$ cat src/rtl/mips_pkg.sv
// Shared encodings for the multi-cycle MIPS controller: opcodes, FSM states,
// datapath mux selects, fault codes and the control word driven to the datapath.
package mips_pkg;

    localparam logic [5:0] OP_RTYPE = 6'b000000;
    localparam logic [5:0] OP_LW    = 6'b100011;
    localparam logic [5:0] OP_SW    = 6'b101011;
    localparam logic [5:0] OP_BEQ   = 6'b000100;
    localparam logic [5:0] OP_J     = 6'b000010;

    typedef enum logic [3:0] {
        S_IDLE, S_FETCH, S_DECODE, S_MEMADR, S_MEMRD, S_MEMWB,
        S_MEMWR, S_EXEC, S_ALUWB, S_BRANCH, S_JUMP, S_FAULT
    } state_t;

    typedef enum logic [1:0] {ALU_ADD = 2'b00, ALU_SUB = 2'b01, ALU_FUNCT = 2'b10} alu_op_t;
    typedef enum logic [1:0] {SRCB_RT = 2'b00, SRCB_FOUR = 2'b01, SRCB_IMM = 2'b10, SRCB_IMM_SH2 = 2'b11} alu_src_b_t;
    typedef enum logic [1:0] {PCS_ALU = 2'b00, PCS_ALUOUT = 2'b01, PCS_JUMP = 2'b10} pc_src_t;
    typedef enum logic [1:0] {FC_NONE = 2'b00, FC_ILLEGAL = 2'b01, FC_TIMEOUT = 2'b10} fault_t;

    typedef struct packed {
        logic       pc_write;
        logic       pc_write_cond;
        logic       iord;
        logic       mem_read;
        logic       mem_write;
        logic       ir_write;
        logic       mem_to_reg;
        logic       reg_dst;
        logic       reg_write;
        logic       alu_src_a;
        alu_src_b_t alu_src_b;
        alu_op_t    alu_op;
        pc_src_t    pc_source;
    } ctrl_t;

endpackage

$ cat src/rtl/multicycle_ctrl_decode.sv
// Pure combinational state -> control word table. Only FETCH looks at
// mem_ready, so the IR and PC update exactly once per fetched instruction.
module mc_ctrl_decode
    import mips_pkg::*;
(
    input  state_t state_i,
    input  logic   mem_ready_i,
    output ctrl_t  ctrl_o
);

    always_comb begin
        ctrl_o = '0;
        case (state_i)
            S_FETCH: begin
                ctrl_o.mem_read  = 1'b1;
                ctrl_o.alu_src_b = SRCB_FOUR;
                ctrl_o.ir_write  = mem_ready_i;
                ctrl_o.pc_write  = mem_ready_i;
            end
            S_DECODE: ctrl_o.alu_src_b = SRCB_IMM_SH2;
            S_MEMADR: begin
                ctrl_o.alu_src_a = 1'b1;
                ctrl_o.alu_src_b = SRCB_IMM;
            end
            S_MEMRD: begin
                ctrl_o.mem_read = 1'b1;
                ctrl_o.iord     = 1'b1;
            end
            S_MEMWB: begin
                ctrl_o.reg_write  = 1'b1;
                ctrl_o.mem_to_reg = 1'b1;
            end
            S_MEMWR: begin
                ctrl_o.mem_write = 1'b1;
                ctrl_o.iord      = 1'b1;
            end
            S_EXEC: begin
                ctrl_o.alu_src_a = 1'b1;
                ctrl_o.alu_op    = ALU_FUNCT;
            end
            S_ALUWB: begin
                ctrl_o.reg_write = 1'b1;
                ctrl_o.reg_dst   = 1'b1;
            end
            S_BRANCH: begin
                ctrl_o.alu_src_a     = 1'b1;
                ctrl_o.alu_op        = ALU_SUB;
                ctrl_o.pc_write_cond = 1'b1;
                ctrl_o.pc_source     = PCS_ALUOUT;
            end
            S_JUMP: begin
                ctrl_o.pc_write  = 1'b1;
                ctrl_o.pc_source = PCS_JUMP;
            end
            default: ctrl_o = '0;
        endcase
    end

endmodule

$ cat src/rtl/multicycle_ctrl.sv
// Multi-cycle MIPS sequencer: state register, next-state logic, memory-wait
// timeout and retired-instruction counter; control word decoded from state.
module multicycle_ctrl
    import mips_pkg::*;
#(
    parameter int MEM_TIMEOUT = 16,
    parameter int CNT_W       = 32
) (
    input  logic             clk,
    input  logic             rst_n,
    input  logic             run,
    input  logic [5:0]       opcode,
    input  logic             mem_ready,
    output logic             pc_write,
    output logic             pc_write_cond,
    output logic             iord,
    output logic             mem_read,
    output logic             mem_write,
    output logic             ir_write,
    output logic             mem_to_reg,
    output logic             reg_dst,
    output logic             reg_write,
    output logic             alu_src_a,
    output logic [1:0]       alu_src_b,
    output logic [1:0]       alu_op,
    output logic [1:0]       pc_source,
    output logic             halted,
    output logic [1:0]       fault_code,
    output logic [CNT_W-1:0] retired
);

    localparam int WAIT_W = (MEM_TIMEOUT > 1) ? $clog2(MEM_TIMEOUT + 1) : 1;

    state_t             state_q, state_d;
    fault_t             fault_q, fault_d;
    logic [WAIT_W-1:0]  wait_q, wait_d;
    logic [CNT_W-1:0]   retired_q, retired_d;
    logic               halted_q;
    logic               stall, retire;
    ctrl_t              ctrl;

    always_comb begin
        state_d   = state_q;
        fault_d   = fault_q;
        wait_d    = '0;
        retired_d = retired_q;
        stall     = 1'b0;
        retire    = 1'b0;
        case (state_q)
            S_IDLE:   if (run) state_d = S_FETCH;
            S_FETCH:  if (mem_ready) state_d = S_DECODE; else stall = 1'b1;
            S_DECODE: begin
                case (opcode)
                    OP_LW, OP_SW: state_d = S_MEMADR;
                    OP_RTYPE:     state_d = S_EXEC;
                    OP_BEQ:       state_d = S_BRANCH;
                    OP_J:         state_d = S_JUMP;
                    default: begin
                        state_d = S_FAULT;
                        fault_d = FC_ILLEGAL;
                    end
                endcase
            end
            S_MEMADR: state_d = (opcode == OP_LW) ? S_MEMRD : S_MEMWR;
            S_MEMRD:  if (mem_ready) state_d = S_MEMWB; else stall = 1'b1;
            S_MEMWR:  if (mem_ready) retire = 1'b1; else stall = 1'b1;
            S_EXEC:   state_d = S_ALUWB;
            S_MEMWB, S_ALUWB, S_BRANCH, S_JUMP: retire = 1'b1;
            default:  state_d = state_q;
        endcase

        // wait_q counts stall cycles already spent; the MEM_TIMEOUT-th one faults
        if (stall && MEM_TIMEOUT != 0) begin
            if (int'(wait_q) >= MEM_TIMEOUT - 1) begin
                state_d = S_FAULT;
                fault_d = FC_TIMEOUT;
            end else begin
                wait_d = wait_q + 1'b1;
            end
        end

        if (retire) begin
            retired_d = retired_q + 1'b1;
            state_d   = run ? S_FETCH : S_IDLE;
        end
    end

    always_ff @(posedge clk) begin
        if (!rst_n) begin
            state_q   <= S_IDLE;
            fault_q   <= FC_NONE;
            wait_q    <= '0;
            retired_q <= '0;
            halted_q  <= 1'b0;
        end else begin
            state_q   <= state_d;
            fault_q   <= fault_d;
            wait_q    <= wait_d;
            retired_q <= retired_d;
            halted_q  <= (state_d == S_FAULT);
        end
    end

    mc_ctrl_decode u_decode (
        .state_i     (state_q),
        .mem_ready_i (mem_ready),
        .ctrl_o      (ctrl)
    );

    assign pc_write      = ctrl.pc_write;
    assign pc_write_cond = ctrl.pc_write_cond;
    assign iord          = ctrl.iord;
    assign mem_read      = ctrl.mem_read;
    assign mem_write     = ctrl.mem_write;
    assign ir_write      = ctrl.ir_write;
    assign mem_to_reg    = ctrl.mem_to_reg;
    assign reg_dst       = ctrl.reg_dst;
    assign reg_write     = ctrl.reg_write;
    assign alu_src_a     = ctrl.alu_src_a;
    assign alu_src_b     = ctrl.alu_src_b;
    assign alu_op        = ctrl.alu_op;
    assign pc_source     = ctrl.pc_source;
    assign halted        = halted_q;
    assign fault_code    = fault_q;
    assign retired       = retired_q;

endmodule
$ cat config.mk
export PLATFORM = sky130hd
export DESIGN_NAME = multicycle_ctrl
export DESIGN_NICKNAME = d
export VERILOG_FILES = /design/src/rtl/mips_pkg.sv /design/src/rtl/multicycle_ctrl_decode.sv /design/src/rtl/multicycle_ctrl.sv
export SDC_FILE = /design/constraint.sdc
export NUM_CORES = 1
export LEC_CHECK = 0
export CORE_MARGIN = 3
export CORE_UTILIZATION = 43
export DETAILED_ROUTE_END_ITERATION = 8
export PLACE_DENSITY = 0.77
export SETUP_SLACK_MARGIN = 0.05
export SKIP_CTS_REPAIR_TIMING = 1
export SLEW_MARGIN = 0
export SYNTH_ARGS = -nofsm -noshare
export SYNTH_HDL_FRONTEND = slang
export SYNTH_HIERARCHICAL = 1
export SYNTH_SLANG_ARGS = --single-unit
export TNS_END_PERCENT = 10
$ cat constraint.sdc
create_clock -name clk -period 2.4 [get_ports clk]
set_input_delay 0.48 -clock clk [delete_from_list [all_inputs] [get_ports clk]]
set_output_delay 0.48 -clock clk [all_outputs]
set_load 0.05 [all_outputs]
==> impl_metrics.yaml <==
floorplan:
  initial_core_util_pct: 45.8
  dieArea_mm2: 0.00706
  num_io_pins: 61
  chipHeight_um: 84.0
  core_area_mm2: 0.00571
  std_cell_rows: 27
  dieWidth_um: 84.0
sta:
  fin_crit_sh_pct: 92.5
  hold_viol: 0
  slew_headroom_pct: 53.4
  finalSetupViolations: 0
  fin_setup_tns_ps: 0
  skew_ps: 6.93
  worst_pin_slew_ps: 698
  timing.final.crit_period_ps: 2220
  rsz0062_at_grt: "true"
  setup_ws_ps: 180
  report.final.slew_viol_count: 0
  fmax_mhz: 450
synthesis:
  netlist_top_cells_count: "dfxtp_1 (44), and2_1 (28), nor2_1 (21), xor2_1 (21), nand2_1 (18)"
  ys_top_cells_by_area: "dfxtp_1 (34%), nor4_2 (7.2%), xor2_1 (7.0%)"
  ys_seq_area_share_pct: 33.7
  synth_top_area_share_pct: 33.7
  synth_edf_count: 0
  yosysMostFrequentCell: "dfxtp_1"
  yosysUniqueCellTypes: 54
  postSynthAreaPerCell_um2: 8.78
  synth_top_cell_by_area: "dfxtp_1"
  synth_fp_nets: 311
  ys_async_sr_fraction_pct: 0
  netlist_area_mm2: 0.00262
  synthCells: 298
  synth_ff_type: "dfxtp_1"
  ys_ff_latch: 44
  yosysWarningCount: 6
power:
  switching_power_w: 0.000625
  p_comb_share_pct: 32.4
  power.share.sequential_pct: 43.1
  p_per_area_mw_per_mm2: 519
  clkPwrFrac_pct: 24.5
  power.internal_w: 0.00121
  ir_drop_uv: 333
  p_sw_share_pct: 34.1
  finalPower_w: 0.00183
  leakagePower_nw: 1.37
route:
  routed_via_density: 5.38
  final_antenna_net_count: 0
  drcViolationCount: 0
  wire_per_inst_um: 14.3
  dr_total_vias: 2310
  dr.pass1.iters: 4
  dr.first_iter.drc_count: 129
  drt_wl_total_um: 6130
grt:
  grt_use_met3_pct: 4.15
  grt_max_degree: 31
  use_met2_pct: 29.8
  met1_usage_pct: 21.7
  antenna_found_initial: 0
  grt_busiest_layer: "met2"
  grt_first_pass_wirelength_um: 10300
  grt_usage_pct: 17.4
  grt_overflow_total: 0
  grt_pass1_vias: 2283
setup_path:
  critical_path.cell_chain: "buf_4 > xnor2_1 > nor3_1 > buf_12"
  endpoint_kind: "output pin"
  worst_setup_path_start_kind: "register"
  crit_family: "flip-flops"
  path_max_fanout: 14
  cp_slowest_cell: "dfxtp_1"
  r2r-end: "halted$_SDFF_PN0_"
  rr_worst_depth: 8
  reg2reg_from: "wait_q[0]$_SDFF_PP0_"
  critPathLaunch: "state_q[2]$_SDFF_PN0_"
  worst_ep_arrival_time_ps: 1740
  crit_required_ps: 1920
  rrSetupSlack_ps: 490
  critical_path_class: "register to output pin"
  critical_path.max_stage_delay_ps: 640
  crit_buf_inv: 2
finish:
  drive_gt1_share_pct: 18.5
  area_growth_pct: 34.8
  fin_nets: 370
  utilization_pct: 61.8
  nFillCells: 478
  register_area_um2: 882
  diodes: 0
  multi_input_area_mm2: 0.00158
  finalInstanceArea_mm2: 0.00353
hold_path:
  hold_class: "register to register"
  hp-start: "wait_q[0]$_SDFF_PP0_"
  min_path_cells: 1
  hold_end: "wait_q[0]$_SDFF_PP0_"
cts:
  cts.sinks: 44
  clkTransAtPathRegs_ps: 80
  cts_root_buf: "clkbuf_8"
  cts_made_buffers: 5
  cts_tree: "built"
  htree_levels: 2
  cts_buffer_depth: 2
  clk_latency_ps: 300
place:
  port_buffers: 60
  dpl.hpwl_um: 4480
  gp_congestion: 0.859
  place_area_mm2: 0.00345
  post-place-ws_ps: 57.6
job:
  maxCapViolations: 0
run_status:
  status: "complete, no violations"
## layer usage
layer,share of wire (%),routed length (um),vias up
met2,49,3030,60
met4,0.98,60,0
met1,45,2760,1093
li1,-,-,1150
met5,0,0,-
met3,4.5,275,7
## worst max path at each step
stage	to	cells after the start
2_1_floorplan	alu_src_b[0]	3
4_1_cts	alu_src_b[0]	3
6_report	mem_read	4
3_3_place_gp	halted$_SDFF_PN0_	6
3_5_place_dp	halted$_SDFF_PN0_	6
5_1_grt	mem_read	4
## final cells by class
cell class,instances,area share (%)
clock buffer,5,1.95
clock inverter,2,0.354
inverter,12,1.28
multi-input combinational,220,44.7
sequential,44,25.0
tap,72,2.55
timing repair buffer,74,24.2
## cells by family (layout without fill, tap and decap cells)
logic type	Yosys count	after routing	share of synthesized area, %
AND/OR/NAND/NOR	156	156	39.8
flip-flops	44	44	33.7
buffers and inverters	34	93	6.31
AO/OA/AOI/OAI	29	29	7.94
XOR/XNOR	28	28	9.37
multiplexers	4	4	1.53
adder cells (fa/ha/maj)	3	3	1.43
## cell usage in the layout (no fill, tap or decap), types with 2 or more instances in the layout
master | Yosys | layout
nor4b_1 | 3 | 2
nand4_1 | 2 | 2
inv_1 | 12 | 12
nor4_2 | 15 | 15
a211oi_1 | 3 | 3
buf_4 | 5 | 15
a21oi_1 | 4 | 4
nand2_1 | 18 | 18
nand4b_1 | 2 | 2
nor3b_1 | 2 | 2
and4_1 | 6 | 6
nor3_2 | 4 | 4
buf_12 | 0 | 15
nor4b_2 | 1 | 2
clkbuf_8 | 0 | 5
nor3_1 | 13 | 13
clkdlybuf4s50_1 | 0 | 44
nand3_1 | 12 | 12
a31oi_1 | 2 | 2
and2_1 | 28 | 28
ha_1 | 3 | 3
mux2i_1 | 4 | 4
o21ai_1 | 3 | 3
nand2b_1 | 11 | 11
nor2_1 | 21 | 21
nand3b_1 | 3 | 3
o21ai_0 | 3 | 3
xnor2_1 | 7 | 7
dfxtp_1 | 44 | 43
nor2b_1 | 3 | 3
o21a_1 | 2 | 2
and3_1 | 3 | 3
xor2_1 | 21 | 21
## sequential cells by signal, indices dropped and copies added, names as in the netlist
name,cells
retired,32
wait_q,5
state_q,4
fault_code,2
halted,1
## power groups by stage
stage          clock network [W]  logic, W  registers (W)
3_5_place_dp                   0  0.000593       0.000805
3_3_place_gp                   0  0.000584       0.000804
5_1_grt                 0.000489  0.000635       0.000793
6_report                0.000449  0.000593       0.000789
2_1_floorplan                  0  0.000368       0.000808
4_1_cts                 0.000459  0.000595       0.000788
## metrics by stage
step,std cells,hold slack (ps)
floorplan,298,426
global placement,422,442
detailed placement,422,469
CTS,429,488
global route,429,534
finish,429,483
(Power assumes the default switching activity.)
